## config.mk

```make
export PLATFORM = sky130hd
export DESIGN_NAME = bcd_to_binary_seq_flat
export DESIGN_NICKNAME = d
export VERILOG_FILES = /design/src/rtl/bcd_to_binary_seq_if.sv /design/src/rtl/bcd_to_binary_seq.sv /design/src/flat_wrapper.sv
export SDC_FILE = /design/constraint.sdc
export NUM_CORES = 1
export LEC_CHECK = 0
export BUFFER_PORTS_ARGS = -buffer_cell sky130_fd_sc_hd__buf_2
export CORE_MARGIN = 4
export CORE_UTILIZATION = 52
export DETAILED_ROUTE_END_ITERATION = 12
export PLACE_DENSITY = 0.76
export SYNTH_ARGS = -nofsm -noshare
export SYNTH_HDL_FRONTEND = slang
export SYNTH_SLANG_ARGS = --single-unit
```

## constraint.sdc

```tcl
create_clock -name clk -period 3.06 [get_ports clk]
set_clock_uncertainty 0.1 [all_clocks]
set_input_delay 0.612 -clock clk [delete_from_list [all_inputs] [get_ports clk]]
set_output_delay 0.612 -clock clk [all_outputs]
set_load 0.02 [all_outputs]
```

## src/rtl/bcd_to_binary_seq_if.sv

```systemverilog
// Handshake/data bundle for the sequential packed-BCD to binary converter.
// The master drives the start strobe and BCD word; the slave returns the result.
interface bcd_to_binary_seq_if #(
    parameter int unsigned binaryNumberWidth = 32,
    parameter int unsigned numberOfDigits    = 6
);
    logic                               load;
    logic [numberOfDigits-1:0][3:0]     BinaryDecimal;
    logic [binaryNumberWidth-1:0]       binaryNumber;
    logic                               enaOut;
    logic                               busy;
    logic                               error;
    logic                               overflow;

    modport master (
        output load,
        output BinaryDecimal,
        input  binaryNumber,
        input  enaOut,
        input  busy,
        input  error,
        input  overflow
    );

    modport slave (
        input  load,
        input  BinaryDecimal,
        output binaryNumber,
        output enaOut,
        output busy,
        output error,
        output overflow
    );
endinterface

```

## src/rtl/bcd_to_binary_seq.sv

```systemverilog
// Sequential packed-BCD to binary converter. Folds one BCD digit per clock,
// most-significant first (acc = acc*10 + digit), then presents a registered
// result with a one-cycle enaOut strobe plus error/overflow status.
module bcd_to_binary_seq #(
    parameter int unsigned binaryNumberWidth = 32,
    parameter int unsigned numberOfDigits    = 6
) (
    input  logic                  clk,
    input  logic                  rst,
    bcd_to_binary_seq_if.slave    bus
);
    localparam int unsigned ACC_W = 4 * numberOfDigits;
    localparam int unsigned CNT_W = (numberOfDigits > 1) ? $clog2(numberOfDigits) : 1;
    localparam logic [CNT_W-1:0] LAST_CNT = CNT_W'(numberOfDigits - 1);

    typedef enum logic [1:0] {
        IDLE,
        CONV,
        DONE
    } state_t;

    state_t                        state_q, state_d;
    logic [ACC_W-1:0]              sr_q, sr_d;
    logic [ACC_W-1:0]              acc_q, acc_d;
    logic [CNT_W-1:0]              cnt_q, cnt_d;
    logic                          invalid_q, invalid_d;
    logic [binaryNumberWidth-1:0]  bin_q, bin_d;
    logic                          ena_q, ena_d;
    logic                          err_q, err_d;
    logic                          ovf_q, ovf_d;

    logic [3:0]                    digit;
    logic [binaryNumberWidth-1:0]  result_w;
    logic                          ovf_w;

    // Result truncation and overflow detection; overflow cannot occur when
    // the output is at least as wide as the internal accumulator.
    if (binaryNumberWidth >= ACC_W) begin : g_wide
        assign result_w = binaryNumberWidth'(acc_q);
        assign ovf_w    = 1'b0;
    end else begin : g_narrow
        assign result_w = acc_q[binaryNumberWidth-1:0];
        assign ovf_w    = |acc_q[ACC_W-1:binaryNumberWidth];
    end

    // State and datapath registers, asynchronously cleared.
    always_ff @(posedge clk or posedge rst) begin
        if (rst) begin
            state_q   <= IDLE;
            sr_q      <= '0;
            acc_q     <= '0;
            cnt_q     <= '0;
            invalid_q <= 1'b0;
            bin_q     <= '0;
            ena_q     <= 1'b0;
            err_q     <= 1'b0;
            ovf_q     <= 1'b0;
        end else begin
            state_q   <= state_d;
            sr_q      <= sr_d;
            acc_q     <= acc_d;
            cnt_q     <= cnt_d;
            invalid_q <= invalid_d;
            bin_q     <= bin_d;
            ena_q     <= ena_d;
            err_q     <= err_d;
            ovf_q     <= ovf_d;
        end
    end

    // Next-state and datapath logic: capture in IDLE, fold digits in CONV,
    // publish the result in DONE.
    always_comb begin
        state_d   = state_q;
        sr_d      = sr_q;
        acc_d     = acc_q;
        cnt_d     = cnt_q;
        invalid_d = invalid_q;
        bin_d     = bin_q;
        ena_d     = 1'b0;
        err_d     = err_q;
        ovf_d     = ovf_q;
        digit     = sr_q[ACC_W-1 -: 4];

        unique case (state_q)
            IDLE: begin
                if (bus.load) begin
                    sr_d      = bus.BinaryDecimal;
                    acc_d     = '0;
                    cnt_d     = '0;
                    invalid_d = 1'b0;
                    state_d   = CONV;
                end
            end
            CONV: begin
                acc_d = (acc_q << 3) + (acc_q << 1) + ACC_W'(digit);
                sr_d  = sr_q << 4;
                if (digit > 4'd9) begin
                    invalid_d = 1'b1;
                end
                cnt_d = cnt_q + 1'b1;
                if (cnt_q == LAST_CNT) begin
                    state_d = DONE;
                end
            end
            DONE: begin
                ena_d = 1'b1;
                if (invalid_q) begin
                    bin_d = '0;
                    err_d = 1'b1;
                    ovf_d = 1'b0;
                end else begin
                    bin_d = result_w;
                    err_d = 1'b0;
                    ovf_d = ovf_w;
                end
                state_d = IDLE;
            end
            default: begin
                state_d = IDLE;
            end
        endcase
    end

    assign bus.binaryNumber = bin_q;
    assign bus.enaOut       = ena_q;
    assign bus.busy         = (state_q != IDLE);
    assign bus.error        = err_q;
    assign bus.overflow     = ovf_q;

endmodule

```

## src/flat_wrapper.sv

```systemverilog
// flat-port wrapper written by rule: the top's interface ports become plain ports
module bcd_to_binary_seq_flat 
#(
    parameter int unsigned binaryNumberWidth = 32,
    parameter int unsigned numberOfDigits    = 6
)
  (clk, rst, bus_load, bus_BinaryDecimal, bus_binaryNumber, bus_enaOut, bus_busy, bus_error, bus_overflow);
  bcd_to_binary_seq_if #(.binaryNumberWidth(binaryNumberWidth), .numberOfDigits(numberOfDigits)) bus_i ();
  input  logic clk;
  input  logic rst;
  input wire logic [$bits(bus_i.load)-1:0] bus_load;
  input wire logic [$bits(bus_i.BinaryDecimal)-1:0] bus_BinaryDecimal;
  output wire logic [$bits(bus_i.binaryNumber)-1:0] bus_binaryNumber;
  output wire logic [$bits(bus_i.enaOut)-1:0] bus_enaOut;
  output wire logic [$bits(bus_i.busy)-1:0] bus_busy;
  output wire logic [$bits(bus_i.error)-1:0] bus_error;
  output wire logic [$bits(bus_i.overflow)-1:0] bus_overflow;
  assign bus_i.load = bus_load;
  assign bus_i.BinaryDecimal = bus_BinaryDecimal;
  assign bus_binaryNumber = bus_i.binaryNumber;
  assign bus_enaOut = bus_i.enaOut;
  assign bus_busy = bus_i.busy;
  assign bus_error = bus_i.error;
  assign bus_overflow = bus_i.overflow;
  bcd_to_binary_seq #(.binaryNumberWidth(binaryNumberWidth), .numberOfDigits(numberOfDigits)) u_core (.clk(clk), .rst(rst), .bus(bus_i));
endmodule
```

==> results of run 1 <==
-- state kept, by name, summed over array words and instances (netlist names) --
signal and count:
u_core.bus.enaOut 1, u_core.bus.error 1, u_core.invalid_q 1, u_core.cnt_q 3, u_core.bus.binaryNumber 24, u_core.state_q 2, u_core.sr_q 24, u_core.acc_q 24
-- worst max path at each step --
stage,startpoint,endpoint,slack (ps),depth (start not counted)
after floorplan,u_core.acc_q[0]$_DFFE_PP0P_,u_core.acc_q[22]$_DFFE_PP0P_,10,10
after global placement,u_core.acc_q[0]$_DFFE_PP0P_,u_core.acc_q[22]$_DFFE_PP0P_,60,10
after detailed placement,u_core.acc_q[0]$_DFFE_PP0P_,u_core.acc_q[22]$_DFFE_PP0P_,7,10
after CTS,u_core.acc_q[1]$_DFFE_PP0P_,u_core.acc_q[22]$_DFFE_PP0P_,20,9
after global routing,u_core.acc_q[2]$_DFFE_PP0P_,u_core.acc_q[14]$_DFFE_PP0P_,-80,11
final,u_core.acc_q[2]$_DFFE_PP0P_,u_core.acc_q[22]$_DFFE_PP0P_,10,10
-- cell families after synthesis --
family	count (synthesis)
XOR/XNOR	15
AO/OA/AOI/OAI	127
buffers and inverters	43
multiplexers	22
AND/OR/NAND/NOR	148
other	1
adder cells (fa/ha/maj)	46
flip-flops	80
-- cell type report --
| class | count | area [sq um] | area share |
|---|---|---|---|
| tap | 108 | 135 | 0.0255 |
| inverter | 10 | 38.8 | 0.00732 |
| clock buffer | 9 | 124 | 0.0234 |
| sequential | 80 | 2000 | 0.378 |
| multi-input combinational | 367 | 2490 | 0.471 |
| timing repair buffer | 70 | 425 | 0.0803 |
| clock inverter | 7 | 77.6 | 0.0146 |
-- routing by layer --
| metal | vias up | wire length, um |
|---|---|---|
| li1 | 1793 | - |
| met1 | 1720 | 4230 |
| met2 | 122 | 4670 |
| met3 | 19 | 636 |
| met4 | 0 | 151 |
| met5 | - | 0 |
-- critical path, cell delays in order, from the launching register on --
cell,delay [ps]
dfrtp_1,370
inv_2,50
fa_1,550
inv_2,50
fa_2,380
a21o_1,200
a221o_1,350
a211oi_4,310
nor2_2,60
or3_1,310
a32o_1,220
-- placed cells by master (no fill, tap or decap), types with 3 or more instances in the layout --
| cell | count |
|---|---|
| nor2b_1 | 3 |
| buf_4 | 13 |
| xnor2_1 | 9 |
| nand3_1 | 9 |
| inv_2 | 3 |
| nor3_1 | 4 |
| inv_6 | 3 |
| o21ai_0 | 60 |
| a21oi_1 | 14 |
| buf_2 | 53 |
| o21ai_1 | 5 |
| mux2i_1 | 21 |
| nand4_1 | 4 |
| o21a_1 | 5 |
| dfrtp_1 | 80 |
| a22o_1 | 9 |
| and3_1 | 5 |
| o21bai_1 | 3 |
| ha_1 | 44 |
| xor2_1 | 6 |
| a22oi_1 | 4 |
| nand2b_1 | 26 |
| nand2_1 | 76 |
| o31ai_1 | 3 |
| conb_1 | 9 |
| inv_1 | 6 |
| clkbuf_8 | 9 |
| nor2_1 | 13 |
| a21o_1 | 3 |
-- metrics by stage --
stage	area (sq um)	cells	util	TNS, ps	hold slack [ps]
5_1_grt	5300	651	0.610	-154	277
4_1_cts	5240	647	0.603	0	244
2_1_floorplan	4660	490	-	0	349
6_report	5300	651	0.610	0	227
3_3_place_gp	5030	631	0.580	0	356
3_5_place_dp	5030	631	0.580	0	365
-- timing repair --
item	CTS	global route
setup endpoints to repair	1	9
hold buffers	0	0
setup buffers	0	4
pin swaps	1	11
gates resized for setup	0	15
==> metrics.md, run 1 <==
| Metric | Value |
|---|---|
| DRT iter0 DRCs | 139 |
| Post-synth EDFFs | 0 |
| Max_slew headroom | 0.450 |
| Syn Inst Count | 482 |
| Met2 usage in global routing | 0.326 |
| Setup crit start kind | flop |
| Mapped Area | 4620 sq um |
| Synth Area per Inst | 9.59 sq um |
| Vias per cell | 5.61 |
| Multiplexer share of the synthesized area | 0.0479 |
| Synth Area in XOR/XNOR | 0.0284 |
| Min cycle time layout | 3050 ps |
| Row cnt | 34 |
| Hold Crit Class | in -> async |
| I/O Buffers | 53 |
| Yosys top cell area share | 0.433 |
| Max Root-Sink Buffers | 2 |
| Worst Path Required | 3200 ps |
| Clock H-tree levels | 3 |
| Drt first pass iters | 5 |
| Final Net Count | 611 |
| Num CTS Buffers | 9 |
| RD Place Congestion | 0.928 |
| Yosys cell types | 47 |
| Final setup viols | 0 |
| Setup WS post-layout | 13.2 ps |
| CTS Root Cell | clkbuf_8 |
| I/O pins | 63 |
| Most frequent cell after synthesis | dfrtp_1 |
| WS Path Type | reg -> reg |
| Dpl hpwl | 7.00 mm |
| Max FO, Critical Path | 2 |
| Top cells by area, synth | dfrtp_1 43%, ha_1 12%, o21ai_0 7.3% |
| Largest net degree at the start of global routing | 43 |
| Initial antenna violation count | 0 |
| Yosys reg bits | 80 |
| Routed WL per cell | 14.9 um |
| First-pass GRT wire length | 16.6 mm |
| Clock transition at path regs | 90 ps |
| Initial cell density of the core | 0.533 |
| Max Clock Freq | 328 MHz |
| Adder-cell share of the synthesized area | 0.128 |
| Area leader, netlist | dfrtp_1 |
| Synth warn | 0 |
| Period utilization | 0.996 |
| Met3 Track Usage GR | 0.0423 |
| Die outline width | 102 um |
| Final Hold Vio Count | 0 |
| Synth Area in Compound Gates | 0.170 |
| Origin of the critical flop-to-flop path | u_core.acc_q[2]$_DFFE_PP0P_ |
| Synth Flop Type | dfrtp_1 |
| Antenna cell count | 0 |
| Share of the yosys chip area belonging to registers | 0.433 |
| Slew @ Worst Pin | 825 ps |
| GRT busiest layer | met2 |
| R2r worst-path depth | 10 |
| Crit Reg-Reg Endpoint | u_core.acc_q[22]$_DFFE_PP0P_ |
| Vias in the first global route | 3659 |
| Final WL | 9.69 mm |
| R2r setup slk | 10 ps |
| Met1 Use GR | 0.257 |
| Largest family of logic cells by synthesized area | compound AO/OA/AOI/OAI gates |
| GRT Total Usage | 0.197 |
| Clk_lat worst skew | 350 ps |
| Layout cell share with drive strength beyond 1 | 0.186 |
| Setup WS pre-CTS | 6.69 ps |
| RSZ-0062 raised after global routing | true |
| CTS tree | done |
| Filler cells | 740 |
| Core footprint | 8680 sq um |
| Routed via count | 3654 |
| Arrival @ worst endpoint | 3190 ps |
| P&R area growth vs syn | 14.5% |
| Routed Antenna Nets | 0 |
| Final Max Slew Viols | 0 |
| Die height | 102 um |
| Number of remaining DRC errors | 0 |
| Most frequent cells after synthesis | 80 x dfrtp_1, 76 x nand2_1, 67 x o21ai_0 |
| Post-Synth Simple-Gate Area | 0.150 |
| Max cap viols | 0 |
| DIE AREA | 10500 sq um |
| Sink Count | 80 |
| Crit path capture type | flop |
| Status | finished, final reports clean |
| Remaining Overflow, GRT | 0 |
| Asr flop ratio synth | 1.00 |
Power of run 1 is left out: the tool's default activity adds up to more than one toggle a clock period on the data nets, which glitch-free logic cannot reach.
==> run 2, diff against run 1 <==
--- a/config.mk
+++ b/config.mk
@@ -5,11 +5,13 @@
 export SDC_FILE = /design/constraint.sdc
 export NUM_CORES = 1
 export LEC_CHECK = 0
+export ABC_AREA = 1
 export BUFFER_PORTS_ARGS = -buffer_cell sky130_fd_sc_hd__buf_2
 export CORE_MARGIN = 4
-export CORE_UTILIZATION = 52
+export CORE_UTILIZATION = 53
 export DETAILED_ROUTE_END_ITERATION = 12
-export PLACE_DENSITY = 0.76
+export PLACE_DENSITY = 0.77
+export SETUP_SLACK_MARGIN = 0.05
 export SYNTH_ARGS = -nofsm -noshare
 export SYNTH_HDL_FRONTEND = slang
 export SYNTH_SLANG_ARGS = --single-unit
==> run 2 against run 1 <==
  * Final cell count rose by 24%
  * Critical path depth rose by 2
  * Utilization fell by 1.4 points
  * Worst hold slack improved by 8.8 ps
  * Critical endpoint is now u_core.acc_q[18]$_DFFE_PP0P_
==> metrics.md, run 2 <==
| Metric | Value |
|---|---|
| Slowest cell delay on critical path | 530 ps (was 550 ps) |
| Worst Path Required | 3200 ps (about the same) |
| Initial antenna violation count | 0 (unchanged) |
| Vias per cell | 5.34 (was 5.61) |
| Max Root-Sink Buffers | 2 (unchanged) |
| R2r worst-path depth | 12 (was 10) |
| WS Path Type | reg -> reg (unchanged) |
| CTS Root Cell | clkbuf_8 (unchanged) |
| Most common cell after layout, fill and taps aside | nand2_1 (was dfrtp_1) |
| CP bufs+invs | 2 (unchanged) |
| Most frequent cells after synthesis | 189 x nand2_1, 83 x inv_1, 80 x dfrtp_1 (was 80 x dfrtp_1, 76 x nand2_1, 67 x o21ai_0) |
| Synth warn | 0 (unchanged) |
| DIE AREA | 11000 sq um (was 10500 sq um) |
| Arrival @ worst endpoint | 2710 ps (was 3190 ps) |
| Routed via count | 4313 (was 3654) |
| Filler cells | 819 (was 740) |
| Final Hold Vio Count | 0 (unchanged) |
| Syn Inst Count | 644 (was 482) |
| Crit Reg-Reg Endpoint | u_core.acc_q[18]$_DFFE_PP0P_ (was u_core.acc_q[22]$_DFFE_PP0P_) |
| Drt first pass iters | 6 (was 5) |
| Max cap viols | 0 (unchanged) |
| Register area | 2000 sq um (unchanged) |
| Met1 Use GR | 0.293 (was 0.257) |
| Most frequent cells in the layout | 189 x nand2_1, 82 x inv_1, 80 x dfrtp_1, 53 x buf_2, 47 x o21ai_0 (was 80 x dfrtp_1, 76 x nand2_1, 60 x o21ai_0, 53 x buf_2, 44 x ha_1) |
| Num CTS Buffers | 9 (unchanged) |
| Final Max Slew Viols | 0 (unchanged) |
| Origin of the critical flop-to-flop path | u_core.acc_q[0]$_DFFE_PP0P_ (was u_core.acc_q[2]$_DFFE_PP0P_) |
| Sink Count | 80 (unchanged) |
| P&R area growth vs syn | 9.85% (was 14.5%) |
| Yosys cell types | 32 (was 47) |
| GRT busiest layer | met2 (unchanged) |
| Routed WL per cell | 14.5 um (was 14.9 um) |
| Max_slew headroom | 0.617 (was 0.450) |
| Cell family with most CP delay | adder cells (was compound AO/OA/AOI/OAI gates) |
| Routed Antenna Nets | 0 (unchanged) |
| Row cnt | 35 (was 34) |
| Largest net degree at the start of global routing | 81 (was 43) |
| Mapped Area | 4990 sq um (was 4620 sq um) |
| Remaining Overflow, GRT | 0 (unchanged) |
| Synth Flop Type | dfrtp_1 (unchanged) |
| First-pass GRT wire length | 19.8 mm (was 16.6 mm) |
| Area leader, netlist | dfrtp_1 (unchanged) |
| Final WL | 11.7 mm (was 9.69 mm) |
| Setup crit start kind | flop (unchanged) |
| Status | finished, final reports clean (unchanged) |
| R2r setup slk | 490 ps (was 10 ps) |
| Number of remaining DRC errors | 0 (unchanged) |
| Share of the yosys chip area belonging to registers | 0.401 (was 0.433) |
| Area of the multi-input gates | 2490 sq um (about the same) |
| Vias in the first global route | 4254 (was 3659) |
| Core footprint | 9200 sq um (was 8680 sq um) |
| Most frequent cell after synthesis | nand2_1 (was dfrtp_1) |
| Antenna cell count | 0 (unchanged) |
| Yosys top cell area share | 0.401 (was 0.433) |
| RD Place Congestion | 0.921 (was 0.928) |
| Hold buffer count at CTS | 0 (unchanged) |
| Critical path's most frequent cell | nand3_1 (was inv_2) |
| TNS Setup | 0 ps (unchanged) |
| Met3 Track Usage GR | 0.0377 (was 0.0423) |
| Crit path capture type | flop (unchanged) |
| Slowest cell on crit path | fa_1 (unchanged) |
| Max FO, Critical Path | 4 (was 2) |
| Final setup viols | 0 (unchanged) |
| Yosys reg bits | 80 (unchanged) |
| Max Clock Freq | 389 MHz (was 328 MHz) |
| Met2 usage in global routing | 0.360 (was 0.326) |
| Asr flop ratio synth | 1.00 (unchanged) |
| Synth Area per Inst | 7.75 sq um (was 9.59 sq um) |
| Worst path cell trace | inv_1 > fa_1 > inv_1 > fa_1 > nand3_1 > nand3_1 > nand2_1 > nand3_1 > nand2_1 > nand3b_1 > nand3_1 > nand2_1 (was inv_2 > fa_1 > inv_2 > fa_2 > a21o_1 > a221o_1 > a211oi_4 > nor2_2 > or3_1 > a32o_1) |
| Die outline width | 105 um (was 102 um) |
| Slew @ Worst Pin | 573 ps (was 825 ps) |
| I/O pins | 63 (unchanged) |
| Clock H-tree levels | 3 (unchanged) |
| Layout cell share with drive strength beyond 1 | 0.125 (was 0.186) |
| Die height | 105 um (was 102 um) |
| DRT iter0 DRCs | 196 (was 139) |
| Min cycle time layout | 2570 ps (was 3050 ps) |
| Period utilization | 0.840 (was 0.996) |
| Post-CTS setup buffers | 0 (unchanged) |
| Final Net Count | 765 (was 611) |
| Hold Crit Class | in -> async (unchanged) |
| I/O Buffers | 53 (unchanged) |
| CTS tree | done (unchanged) |
| GRT Total Usage | 0.219 (was 0.197) |
| Initial cell density of the core | 0.543 (was 0.533) |
| Clock transition at path regs | 90 ps (about the same) |
| Post-synth EDFFs | 0 (unchanged) |
| Top cells by area, synth | dfrtp_1 40%, nand2_1 14%, ha_1 11% (was dfrtp_1 43%, ha_1 12%, o21ai_0 7.3%) |
| Clk_lat worst skew | 350 ps (about the same) |
| Post-CTS Resized | 0 (unchanged) |
| Dpl hpwl | 8.75 mm (was 7.00 mm) |
| RSZ-0062 raised after global routing | false (was true) |
==> run 2: per-stage QoR <==
stage	area [sq um]	cells	utilization	hold slack, ps	worst slack [ps]
floorplan	5020	652	-	349	296
global placement	5270	792	0.573	367	606
detailed placement	5270	792	0.573	369	515
CTS	5480	807	0.596	252	486
global route	5480	807	0.596	263	259
finish	5480	807	0.596	235	488
==> run 2: final cells by class <==
class                           count  share of cell area
Multi-Input combinational cell    456               0.454
Sequential cell                    80               0.365
Inverter                           89              0.0611
Timing Repair Buffer               56              0.0548
Tap cell                          111              0.0253
Clock buffer                       10              0.0251
Clock inverter                      5              0.0148
==> run 2: cells by family (layout without fill, tap and decap cells) <==
family,count (synthesis),count (layout),share of synthesized area
other,1,9,0.000751
adder cells (fa/ha/maj),46,46,0.118
AO/OA/AOI/OAI,111,111,0.128
buffers and inverters,116,160,0.107
XOR/XNOR,5,5,0.00877
flip-flops,80,80,0.401
AND/OR/NAND/NOR,285,285,0.237
==> run 2: worst max path at each step <==
stage / cells past startpoint / slack (ps) / start / endpoint
after floorplan: 1 / 300 / rst / u_core.acc_q[0]$_DFFE_PP0P_
after global placement: 12 / 610 / u_core.acc_q[0]$_DFFE_PP0P_ / u_core.acc_q[14]$_DFFE_PP0P_
after detailed placement: 12 / 510 / u_core.acc_q[0]$_DFFE_PP0P_ / u_core.acc_q[18]$_DFFE_PP0P_
after CTS: 12 / 490 / u_core.acc_q[0]$_DFFE_PP0P_ / u_core.acc_q[14]$_DFFE_PP0P_
after global routing: 13 / 260 / u_core.acc_q[0]$_DFFE_PP0P_ / u_core.acc_q[18]$_DFFE_PP0P_
final: 12 / 490 / u_core.acc_q[0]$_DFFE_PP0P_ / u_core.acc_q[18]$_DFFE_PP0P_
==> run 2: layer usage <==
layer,share of wire,routed length (um),vias up
li1,-,-,2154
met1,0.45,5300,1998
met2,0.47,5500,132
met3,0.051,600,29
met4,0.027,318,0
met5,0,0,-
==> run 2: worst reg2reg max path, cell delays in order, from the launching register on <==
cell      delay, ps
dfrtp_1         370
inv_1            90
fa_1            530
inv_1            70
fa_1            480
nand3_1         110
nand3_1         160
nand2_1         100
nand3_1         120
nand2_1         110
nand3b_1         70
nand3_1          80
nand2_1          60
Power of run 2 is left out for the same reason.
==> run 3, diff against run 2 <==
==> constraint.sdc (replaced) <==
create_clock -name clk -period 2.1 [get_ports clk]
set_clock_uncertainty 0.1 [all_clocks]
set_input_delay 0.42 -clock clk [delete_from_list [all_inputs] [get_ports clk]]
set_output_delay 0.42 -clock clk [all_outputs]
set_load 0.02 [all_outputs]
==> run 3 against run 2 <==
  * The flow now finishes with violations (setup timing)
  * Sequential share of layout area is 6.1 points lower
  * Fmax grew 11%
  * Routed wire length up 28%
  * Worst setup slack worse by 700 ps
  * Via count increased by 13%
  * Utilization rose by 12 points
  * Non-clock buffer count increased by 64
  * Clock-buffer cell count is 1 lower
  * Flip-flop and latch count unchanged
  * Worst hold slack worse by 67 ps
  * Final cell count increased by 8.1%
  * Die area is the same
==> metrics.md, run 3 (synthesis gave the netlist of run 2 again) <==
| Metric | Value |
|---|---|
| Crit path capture type | flop (unchanged) |
| Clk_lat worst skew | 370 ps (was 350 ps) |
| Row cnt | 35 (unchanged) |
| I/O Buffers | 53 (unchanged) |
| Final Max Slew Viols | 0 (unchanged) |
| Sink Count | 80 (unchanged) |
| Fin cells | 872 (was 807) |
| Worst Path Required | 2270 ps (was 3200 ps) |
| Num CTS Buffers | 9 (unchanged) |
| CTS tree | done (unchanged) |
| DIE AREA | 11000 sq um (unchanged) |
| WHS Path Cells | 2 |
| WHS | 168 ps (was 235 ps) |
| Failing checks | setup timing |
| Setup crit start kind | flop (unchanged) |
| First-pass GRT wire length | 22.8 mm (was 19.8 mm) |
| Initial cell density of the core | 0.543 (unchanged) |
| DRT iter0 DRCs | 358 (was 196) |
| Max cap viols | 0 (unchanged) |
| Min cycle time layout | 2310 ps (was 2570 ps) |
| Max Clock Freq | 433 MHz (was 389 MHz) |
| Antenna cell count | 0 (unchanged) |
| Final setup viols | 20 (was 0) |
| P&R area growth vs syn | 32.7% (was 9.85%) |
| R2r setup slk | -210 ps (was 490 ps) |
| WS Path Type | reg -> reg (unchanged) |
| Slew @ Worst Pin | 602 ps (was 573 ps) |
| Slowest cell delay on critical path | 430 ps (was 530 ps) |
| Clock transition at path regs | 100 ps (was 90 ps) |
| Arrival @ worst endpoint | 2480 ps (was 2710 ps) |
| Hold Path Sink | u_core.sr_q[0]$_DFFE_PP0P_ |
| Core footprint | 9200 sq um (unchanged) |
| Routed WL per cell | 17.2 um (was 14.5 um) |
| Final Net Count | 829 (was 765) |
| Filler cells | 654 (was 819) |
| Setup WS pre-CTS | -198 ps (was 515 ps) |
| Post-Layout Inst Area | 6620 sq um (was 5480 sq um) |
| HP Start | bus_BinaryDecimal[0] |
| Routed Antenna Nets | 0 (unchanged) |
| R2r worst-path depth | 14 (was 12) |
| Layout cell share with drive strength beyond 1 | 0.331 (was 0.125) |
| RSZ-0062 raised after global routing | true (was false) |
| Slowest cell on crit path | fa_1 (unchanged) |
| Routed via count | 4866 (was 4313) |
| Die height | 105 um (unchanged) |
| Hold Crit Class | in -> reg (was in -> async) |
| I/O pins | 63 (unchanged) |
| Origin of the critical flop-to-flop path | u_core.acc_q[0]$_DFFE_PP0P_ (unchanged) |
| Max Root-Sink Buffers | 2 (unchanged) |
| Max_slew headroom | 0.598 (was 0.617) |
| Critical path's most frequent cell | nand2_1 (was nand3_1) |
| GRT Total Usage | 0.256 (was 0.219) |
| Die outline width | 105 um (unchanged) |
| CTS Root Cell | clkbuf_8 (unchanged) |
| Number of remaining DRC errors | 0 (unchanged) |
| Final Hold Vio Count | 0 (unchanged) |
| Most frequent cells in the layout | 163 x nand2_1, 77 x inv_1, 73 x dfrtp_1, 64 x buf_4, 53 x buf_2 (was 189 x nand2_1, 82 x inv_1, 80 x dfrtp_1, 53 x buf_2, 47 x o21ai_0) |
| Initial antenna violation count | 0 (unchanged) |
| RD Place Congestion | 0.929 (was 0.921) |
| Period utilization | 1.10 (was 0.840) |
| Max FO, Critical Path | 6 (was 4) |
| Status | finished with violations (was finished, final reports clean) |
| Dpl hpwl | 9.40 mm (was 8.75 mm) |
| Setup WS post-layout | -210 ps (was 488 ps) |
| Vias in the first global route | 4771 (was 4254) |
| Most common cell after layout, fill and taps aside | nand2_1 (unchanged) |
| Vias per cell | 5.58 (was 5.34) |
| Cell family with most CP delay | simple AND/OR/NAND/NOR gates (was adder cells) |
| Cells after DPL | 842 (was 792) |
| Remaining Overflow, GRT | 0 (unchanged) |
| Worst path cell trace | inv_2 > fa_1 > inv_2 > ha_4 > nand2_4 > nand2_1 > nand2_2 > nand2_1 > nand2_1 > nand3_2 > nand2_2 > nand3_1 > nand3_1 > nand2_1 (was inv_1 > fa_1 > inv_1 > fa_1 > nand3_1 > nand3_1 > nand2_1 > nand3_1 > nand2_1 > nand3b_1 > nand3_1 > nand2_1) |
| Clock H-tree levels | 3 (unchanged) |
| CP bufs+invs | 2 (unchanged) |
| Crit Reg-Reg Endpoint | u_core.acc_q[19]$_DFFE_PP0P_ (was u_core.acc_q[18]$_DFFE_PP0P_) |
| Final WL | 15.0 mm (was 11.7 mm) |
| Cell Area, Placed | 5680 sq um (was 5270 sq um) |
| Drt first pass iters | 5 (was 6) |
| Largest net degree at the start of global routing | 54 (was 81) |
-- run 3: cell count changes in the layout (fill, tap and decap cells not counted), moves of 9 or more --
cell | previous run | this run
nand2_2 | 2 | 23
o21ai_0 | 47 | 38
nand3_1 | 29 | 16
buf_4 | 2 | 64
o21ai_1 | 4 | 13
nand2_1 | 189 | 163
a21oi_1 | 32 | 23
nor2_1 | 46 | 33
ha_4 | 0 | 23
ha_1 | 44 | 21
-- run 3: worst max path at each step --
stage / from / to / depth (start not counted)
2_1_floorplan: u_core.acc_q[2]$_DFFE_PP0P_ / u_core.acc_q[14]$_DFFE_PP0P_ / 12
3_3_place_gp: u_core.acc_q[2]$_DFFE_PP0P_ / u_core.acc_q[18]$_DFFE_PP0P_ / 12
3_5_place_dp: u_core.acc_q[2]$_DFFE_PP0P_ / u_core.acc_q[10]$_DFFE_PP0P_ / 10
4_1_cts: u_core.acc_q[0]$_DFFE_PP0P_ / u_core.acc_q[14]$_DFFE_PP0P_ / 12
5_1_grt: u_core.acc_q[2]$_DFFE_PP0P_ / u_core.acc_q[19]$_DFFE_PP0P_ / 15
6_report: u_core.acc_q[0]$_DFFE_PP0P_ / u_core.acc_q[19]$_DFFE_PP0P_ / 14
-- run 3: per-stage QoR --
| stage | util | TNS [ps] |
|---|---|---|
| after floorplan | - | -131 |
| after global placement | 0.617 | -1340 |
| after detailed placement | 0.617 | -2110 |
| after CTS | 0.676 | -1300 |
| after global routing | 0.720 | -4480 |
| final | 0.720 | -2390 |
-- run 3: layout make-up --
cell class              count  area (sq um)  share of cell area
clock inverters             7           108              0.0162
multi-input cells         456          3120               0.471
repair buffers            120           787               0.119
clock buffers               9           124              0.0187
flip-flops and latches     80          2010               0.304
inverters                  89           338              0.0510
well taps                 111           139              0.0210
-- run 3: what timing repair did --
item,CTS,global route
hold buffers,1,0
setup endpoints to repair,20,20
setup buffers,5,8
resized for setup,50,69
pin swaps,22,23
hold endpoints to repair,7,0
-- run 3: layer usage --
layer  track usage  share of wire  up-vias
li1              -              -     2281
met1         0.320           0.39     2342
met2         0.434           0.51      194
met3        0.0426          0.056       49
met4         0.115          0.037        0
met5             0              0        -
Power of run 3 is left out for the same reason.
